<file path="config.mk">
export PLATFORM = sky130hd
export DESIGN_NAME = l2_writeback_buffer
export DESIGN_NICKNAME = d
export VERILOG_FILES = /design/src/rtl/l2_writeback_buffer.sv
export SDC_FILE = /design/constraint.sdc
export NUM_CORES = 2
export LEC_CHECK = 0
export ABC_AREA = 1
export CAP_MARGIN = 15
export CORE_MARGIN = 3
export CORE_UTILIZATION = 30
export CTS_CLUSTER_DIAMETER = 150
export CTS_CLUSTER_SIZE = 25
export DETAILED_ROUTE_END_ITERATION = 7
export SYNTH_ARGS = -nofsm -noshare
export SYNTH_HDL_FRONTEND = slang
export SYNTH_SLANG_ARGS = --single-unit
</file>
<file path="constraint.sdc">
create_clock -name clk -period 5.3 [get_ports clk]
set_clock_uncertainty 0.15 [all_clocks]
set_input_delay 0.795 -clock clk [delete_from_list [all_inputs] [get_ports clk]]
set_output_delay 0.795 -clock clk [all_outputs]
set_load 0.01 [all_outputs]
</file>
<file path="src/rtl/l2_writeback_buffer.sv">
// l2_writeback_buffer: eviction buffer between the L2 pmem port and memory.
// Buffers dirty lines, lets misses go first, drains when idle, forwards hits.
// Ports:
//   clk, rst                        clock, sync active-high reset
//   l2_address/l2_rdata/l2_wdata    L2-side line request and data
//   l2_read/l2_write/l2_resp        L2-side handshake (held until resp)
//   pmem_address/pmem_rdata/pmem_wdata  memory-side line request and data
//   pmem_read/pmem_write/pmem_resp  memory-side handshake
//   buf_count                       number of buffered lines
module l2_writeback_buffer #(
    parameter int DEPTH    = 4,
    parameter int s_offset = 5,
    parameter int s_line   = 256
) (
    input  logic                       clk,
    input  logic                       rst,
    input  logic [31:0]                l2_address,
    output logic [s_line-1:0]          l2_rdata,
    input  logic [s_line-1:0]          l2_wdata,
    input  logic                       l2_read,
    input  logic                       l2_write,
    output logic                       l2_resp,
    output logic [31:0]                pmem_address,
    input  logic [s_line-1:0]          pmem_rdata,
    output logic [s_line-1:0]          pmem_wdata,
    output logic                       pmem_read,
    output logic                       pmem_write,
    input  logic                       pmem_resp,
    output logic [$clog2(DEPTH+1)-1:0] buf_count
);

    localparam int PTR_W = $clog2(DEPTH);
    localparam int CNT_W = $clog2(DEPTH+1);
    localparam int TAG_W = 32 - s_offset;

    typedef enum logic [1:0] {IDLE, READ_MEM, DRAIN, RESP} state_t;

    state_t                         state_q, state_d;
    logic [PTR_W-1:0]               head_q, head_d;
    logic [PTR_W-1:0]               tail_q, tail_d;
    logic [CNT_W-1:0]               count_q, count_d;
    logic [DEPTH-1:0]               valid_q, valid_d;
    logic [DEPTH-1:0][TAG_W-1:0]    tag_q, tag_d;
    logic [DEPTH-1:0][s_line-1:0]   line_q, line_d;
    logic [s_line-1:0]              rdata_q, rdata_d;
    logic                           resp_q, resp_d;
    logic                           pread_q, pread_d;
    logic                           pwrite_q, pwrite_d;
    logic [31:0]                    paddr_q, paddr_d;
    logic [s_line-1:0]              pwdata_q, pwdata_d;

    logic [TAG_W-1:0] req_tag;
    logic             hit;
    logic [PTR_W-1:0] hit_idx;
    logic             unused_offset;

    assign req_tag       = l2_address[31:s_offset];
    assign unused_offset = ^l2_address[s_offset-1:0];

    function automatic logic [PTR_W-1:0] ptr_inc(input logic [PTR_W-1:0] p);
        return (p == PTR_W'(DEPTH-1)) ? '0 : p + 1'b1;
    endfunction

    // Tags are unique, so at most one entry can match.
    always_comb begin
        hit     = 1'b0;
        hit_idx = '0;
        for (int i = 0; i < DEPTH; i++) begin
            if (valid_q[i] && (tag_q[i] == req_tag)) begin
                hit     = 1'b1;
                hit_idx = PTR_W'(i);
            end
        end
    end

    always_comb begin
        state_d  = state_q;
        head_d   = head_q;
        tail_d   = tail_q;
        count_d  = count_q;
        valid_d  = valid_q;
        tag_d    = tag_q;
        line_d   = line_q;
        rdata_d  = rdata_q;
        resp_d   = 1'b0;
        pread_d  = pread_q;
        pwrite_d = pwrite_q;
        paddr_d  = paddr_q;
        pwdata_d = pwdata_q;

        unique case (state_q)
            IDLE: begin
                if (l2_read) begin
                    if (hit) begin
                        rdata_d = line_q[hit_idx];
                        resp_d  = 1'b1;
                        state_d = RESP;
                    end else begin
                        pread_d = 1'b1;
                        paddr_d = {req_tag, {s_offset{1'b0}}};
                        state_d = READ_MEM;
                    end
                end else if (l2_write && hit) begin
                    line_d[hit_idx] = l2_wdata;
                    resp_d          = 1'b1;
                    state_d         = RESP;
                end else if (l2_write && (count_q != CNT_W'(DEPTH))) begin
                    valid_d[tail_q] = 1'b1;
                    tag_d[tail_q]   = req_tag;
                    line_d[tail_q]  = l2_wdata;
                    tail_d          = ptr_inc(tail_q);
                    count_d         = count_q + 1'b1;
                    resp_d          = 1'b1;
                    state_d         = RESP;
                end else if (l2_write || (count_q != '0)) begin
                    // Full-buffer write stays pending; it is retried after the drain.
                    pwrite_d = 1'b1;
                    paddr_d  = {tag_q[head_q], {s_offset{1'b0}}};
                    pwdata_d = line_q[head_q];
                    state_d  = DRAIN;
                end
            end
            READ_MEM: begin
                if (pmem_resp) begin
                    pread_d = 1'b0;
                    rdata_d = pmem_rdata;
                    resp_d  = 1'b1;
                    state_d = RESP;
                end
            end
            DRAIN: begin
                if (pmem_resp) begin
                    pwrite_d        = 1'b0;
                    valid_d[head_q] = 1'b0;
                    head_d          = ptr_inc(head_q);
                    count_d         = count_q - 1'b1;
                    state_d         = IDLE;
                end
            end
            RESP: begin
                state_d = IDLE;
            end
            default: begin
                state_d = IDLE;
            end
        endcase
    end

    always_ff @(posedge clk) begin
        if (rst) begin
            state_q  <= IDLE;
            head_q   <= '0;
            tail_q   <= '0;
            count_q  <= '0;
            valid_q  <= '0;
            tag_q    <= '0;
            line_q   <= '0;
            rdata_q  <= '0;
            resp_q   <= 1'b0;
            pread_q  <= 1'b0;
            pwrite_q <= 1'b0;
            paddr_q  <= '0;
            pwdata_q <= '0;
        end else begin
            state_q  <= state_d;
            head_q   <= head_d;
            tail_q   <= tail_d;
            count_q  <= count_d;
            valid_q  <= valid_d;
            tag_q    <= tag_d;
            line_q   <= line_d;
            rdata_q  <= rdata_d;
            resp_q   <= resp_d;
            pread_q  <= pread_d;
            pwrite_q <= pwrite_d;
            paddr_q  <= paddr_d;
            pwdata_q <= pwdata_d;
        end
    end

    assign l2_rdata     = rdata_q;
    assign l2_resp      = resp_q;
    assign pmem_address = paddr_q;
    assign pmem_wdata   = pwdata_q;
    assign pmem_read    = pread_q;
    assign pmem_write   = pwrite_q;
    assign buf_count    = count_q;

endmodule

</file>
# Word-level counts from Yosys, hierarchy flattened

Index checks and enable logic that the tools add are counted.

Register bits after elaboration: 1692

Bitwise gates (word level): 6
Eq/ne operators: 24
Mux-type cells: 72
$lt $le $gt $ge: 6
Reductions and logical operators: 26
Add/subtract/negate cells: 4

Operator list:

| kind                                               | number |
|---|---|
| bitwise mux 1024 bit                               | 2 |
| two-way mux 1024 bit                               | 2 |
| two-way mux 256 bit                                | 7 |
| binary-select mux 256 bit (select 2 bit)           | 2 |
| demux 256 bit (select 2 bit)                       | 2 |
| one-hot mux 256 bit (2 select lines)               | 1 |
| two-way mux 32 bit                                 | 5 |
| bitwise mux 108 bit                                | 1 |
| == test 27 bit                                     | 4 |
| binary-select mux 27 bit (select 2 bit)            | 1 |
| demux 27 bit (select 2 bit)                        | 1 |
| two-way mux 27 bit                                 | 2 |
| inequality test 2 bit, second input constant       | 13 |
| two-way mux 2 bit                                  | 11 |
| two-way mux 1 bit                                  | 19 |
| two-way mux 4 bit                                  | 4 |
| AND reduction 5 bit                                | 3 |
| two-way mux 3 bit                                  | 4 |
| AND reduction 4 bit                                | 3 |
| logical AND 1 bit                                  | 9 |
| < comparator 2 x 3 -> 1 bit, second input constant | 3 |
| == test 2 bit, second input constant               | 4 |
| one-hot mux 2 bit (4 select lines)                 | 1 |
| one-hot mux 4 bit (2 select lines)                 | 1 |
| 21 further kinds                                   | 33 |

# Longest topological paths before layout

Depth in word-level cells: 11
Gate-level depth with buffers: 21

# Least setup slack after synthesis

OpenSTA, ideal clock, no wires.

Path type: input-to-reg
Start: in l2_address[10]
End: reg line_q[479] (netlist name)
Path slack: 2.258 ns
Arrival time: 2.780 ns
Stages: 21
Buffers on the path: 4
Required time: 5.037 ns
Cells stage by stage: buf_2 > inv_2 > nand2_1 > nand2_1 > nor2_1 > nand2_1 > nor2_1 > nand2_1 > nor2_2 > nor2_2 > nand2_2 > nand2_2 > nand2_1 > nand2_2 > nor2_1 > buf_4 > buf_6 > buf_4 > nand2_1 > nand2_1 > nor2_1

Cells in the longest elaborated chain, start to end: 11

RTL lines:

| item                                                                                              | RTL line | source |
|---|---|---|
| from (decl)                                                                                       | 17       | `input logic [31:0] l2_address,` |
| == test 27 bit                                                                                    | 69       | `if (valid_q[i] && (tag_q[i] == req_tag)) begin` |
| logical AND 1 bit                                                                                 | 69       |  |
| two-way mux 1 bit                                                                                 | 69       |  |
| two-way mux 2 bit (2 in a row)                                                                    | 69       |  |
| < comparator 2 x 3 -> 1 bit (implied by the code) or >= comparator 2 x 1 -> 1 bit (tied branches) | 104      | `line_d[hit_idx] = l2_wdata;` |
| logical AND 1 bit (implied by the code)                                                           | 104      |  |
| two-way mux 256 bit (implied by the code)                                                         | 104      |  |
| demux 256 bit (select 2 bit)                                                                      | 104      |  |
| bitwise mux 1024 bit                                                                              | 104      |  |
| two-way mux 1024 bit                                                                              | 103      | `end else if (l2_write && hit) begin` |
| to (signal assigned)                                                                              | 171      | `line_q <= line_d;` |
| to (decl)                                                                                         | 44       | `logic [DEPTH-1:0][s_line-1:0] line_q, line_d;` |

Parallel ways exist; a longest one is shown, timed or not.
A chain may end at the register's enable or synchronous reset.

# Worst setup path in the final report

Start: in l2_address[18]
End: reg line_q[646] (netlist name)

Same word-level chain as after synthesis.

==> flow_metrics.py <==
metrics = {
    "worst_setup_path": {
        "critPathLaunchType": "primary input",
        "endpoint": "line_q[646]",
        "critPathSlowestCell": "clkdlybuf4s50_1",
        "crit_start": "l2_address[18]",
        "cp_max_fo": 46,
        "rr_worst_depth": 19,
        "worst_path_largest_cell_delay_ns": 0.75,
        "cp_top_family": "simple AND/OR/NAND/NOR gates",
        "rr_endpoint": "line_q[646]",
        "cp_num_buf_inv": 4,
        "worst_setup_path_end_kind": "flip-flop",
        "crit_path_cell_trace": "clkdlybuf4s50_1 -> inv_2 -> nand2_1 -> nand2_1 -> nor2_1 -> nand2_1 -> nor2_1 -> nand2_1 -> nor2_1 -> nor2_1 -> nand2_2 -> nand2_2 -> nand2_1 -> nand2_4 -> nand2_4 -> buf_4 -> buf_4 -> nand2_1 -> nand2_1 -> nor2_1",
        "cpMostUsedCell": "nand2_1",
        "path_depth": 20,
        "cp.arrival_ns": 4.73,
        "worstReg2RegStart": "tag_q[42]",
        "crit_required_ns": 5.81,
        "r2r_setup_slack_ns": 1.59,
        "crit_type": "in -> reg",
    },
    "power": {
        "peakVddDrop_mv": 0.210,
        "p_leak_nw": 41.8,
        "power_density_nw_per_um2": 337,
    },
    "floorplan": {
        "die_h_microns": 532,
        "fp.coreArea_sq_um": 275000,
        "placementRows": 192,
        "die_w_microns": 532,
        "die_area_sq_um": 284000,
        "io_pins": 1099,
        "initial_core_util_pct": 30.3,
    },
    "logic_synthesis": {
        "synthTopCellsByArea": "dfxtp_1 (41%), nor2_1 (16%), nand2_1 (15%)",
        "synthFlopType": "dfxtp_1",
        "avgSynthCellArea_sq_um": 6.14,
        "synth-seq-cells": 1687,
        "synth_edf_count": 0,
        "yosysWarningCount": 0,
        "async_reset_ff_share_pct": 0,
        "synth_cells": 13550,
        "synth.top_cell.area_share_pct": 40.6,
        "yosys.cell_types.count": 37,
        "yosysSeqAreaShare_pct": 40.6,
        "yosysTopAreaCell": "dfxtp_1",
        "synth_area_sq_um": 83200,
    },
    "clock_network": {
        "insertion_delay_ns": 0.80,
        "clkSlewWorstSetupHoldPaths_ns": 0.10,
        "htreeDepth": 3,
        "cts.path.max_buffers": 3,
        "root_buffer": "clkbuf_16",
        "cts_buffers": 78,
        "cts.sinks": 1687,
        "post-cts-setup-buffer-count": 0,
        "cts-resized-gates": 0,
        "cts_hold_buffers": 0,
        "cts_tree": "yes",
    },
    "hold_path": {
        "hold_class": "in -> reg",
        "hp-start": "rst",
    },
    "sta": {
        "max_slew_margin_pct": 22.1,
        "drv_slew": 0,
        "finalSetupViolations": 0,
        "tightest_slew_ns": 1.17,
        "rsz0062_at_grt": "no",
        "hold_viol": 0,
        "fin_crit_ns": 4.22,
        "fin_setup_tns_ns": 0,
        "layout_worst_path_cycle_share_pct": 79.6,
        "max_freq_mhz": 237,
    },
    "detailed_routing": {
        "routed_wl_mm": 349,
        "vias_per_cell": 4.87,
        "route.vias.total": 86308,
        "ant_nets": 0,
        "drt_pre_antenna_iters": 7,
        "wl_per_cell_microns": 19.7,
        "drcViolationCount": 0,
        "initialDrtViolationCount": 7596,
    },
    "grt": {
        "grt_max_degree": 150,
        "grt-ovfl-total": 0,
        "antenna_found_initial": 59,
        "grt_pass1_vias": 76952,
        "grt_usage_pct": 23.4,
        "grt_pass1_wl_mm": 512,
    },
    "placed_design": {
        "globalplace.congestion": 0.941,
        "hpwl_mm": 234,
        "portBuffers": 1088,
        "placed_cells": 17594,
    },
    "final_layout": {
        "final_cell_mix": "nor2_1 (3537), nand2_1 (3289), dfxtp_1 (1685)",
        "final_common_cell": "nor2_1",
        "drive_gt1_share_pct": 2.88,
        "final_cells": 17722,
        "nNetsFinal": 14546,
        "area_delta_synth_final_pct": 20.3,
    },
    "flow_run": {
        "drv_cap": 0,
    },
    "run_status": {
        "outcome": "completed",
    },
}
[kinds of logic after synthesis]
group / after synthesis / synth area share, %
other: 1 / 0.00451
DFF: 1687 / 40.6
xor gates and xnor gates: 22 / 0.232
buffers and inverters: 1858 / 8.97
AOI/OAI and AO/OA: 2617 / 16.0
adders and majority gates: 9 / 0.144
and+or+nand+nor: 7356 / 34.0
[Yosys cell counts (30+ instances only)]
cell type / count
nor2_1: 3543
nand2_1: 3296
dfxtp_1: 1687
o21ai_0: 1271
a21oi_1: 1225
inv_1: 841
clkbuf_1: 603
nand3_1: 482
buf_2: 202
buf_1: 136
o22ai_1: 85
inv_2: 30
[state kept, by name, indices dropped and copies added (netlist names)]
| name | flops |
|---|---|
| buf_count | 3 |
| line_q | 1024 |
| tail_q | 2 |
| pmem_wdata | 256 |
| valid_q | 4 |
| l2_rdata | 256 |
| tag_q | 108 |
| pmem_read | 1 |
| state_q | 2 |
| head_q | 2 |
| pmem_address | 27 |
| l2_resp | 1 |
| pmem_write | 1 |
[routing by layer]
metal	up-vias	share of wire, %	global-route usage [%]
met5	-	0.063	0
met4	36	3.9	8.84
met3	447	7.2	4.23
met2	2934	46	38.0
met1	39688	43	30.7
li1	43203	-	-
[where the power goes]
| part | switching [W] | internal [W] | total, W | leakage (nW) |
|---|---|---|---|---|
| clock network | 0.00461 | 0.00278 | 0.00739 | 1.06 |
| logic | 0.00730 | 0.00418 | 0.0115 | 27.0 |
| registers | 0.000879 | 0.0140 | 0.0149 | 13.7 |
| total | 0.0128 | 0.0210 | 0.0338 | 41.8 |
[worst min-delay path by stage]
stage	to	cells after the start	slack [ns]
after floorplan	line_q[574]	2	0.30
after global placement	pmem_wdata[172]	2	0.28
after detailed placement	pmem_wdata[129]	2	0.28
after CTS	l2_rdata[78]	2	0.19
after global routing	l2_rdata[69]	2	0.24
final	l2_rdata[69]	2	0.25
[per-stage QoR]
| step | hold WS (ns) | total power (W) | cell area [sq um] | utilization [%] | setup WS [ns] |
|---|---|---|---|---|---|
| floorplan | 0.302 | 0.0210 | 83200 | - | 2.26 |
| global placement | 0.281 | 0.0266 | 97800 | 35.6 | 0.386 |
| detailed placement | 0.284 | 0.0267 | 97800 | 35.6 | 0.305 |
| CTS | 0.192 | 0.0341 | 100000 | 36.4 | 1.15 |
| global route | 0.237 | 0.0356 | 100000 | 36.4 | 0.801 |
| finish | 0.251 | 0.0338 | 100000 | 36.4 | 1.08 |
[cell type report]
class	count	area, sq um
Clock buffer	83	2000
Inverter	875	3330
Timing Repair Buffer	1337	14000
Clock inverter	10	188
Tap cell	3686	4610
Fill cell	30055	175000
Multi-Input combinational cell	10009	42100
Antenna cell	35	87.6
Sequential cell	1687	33800
Note: power is estimated with default switching activity, not from simulation.
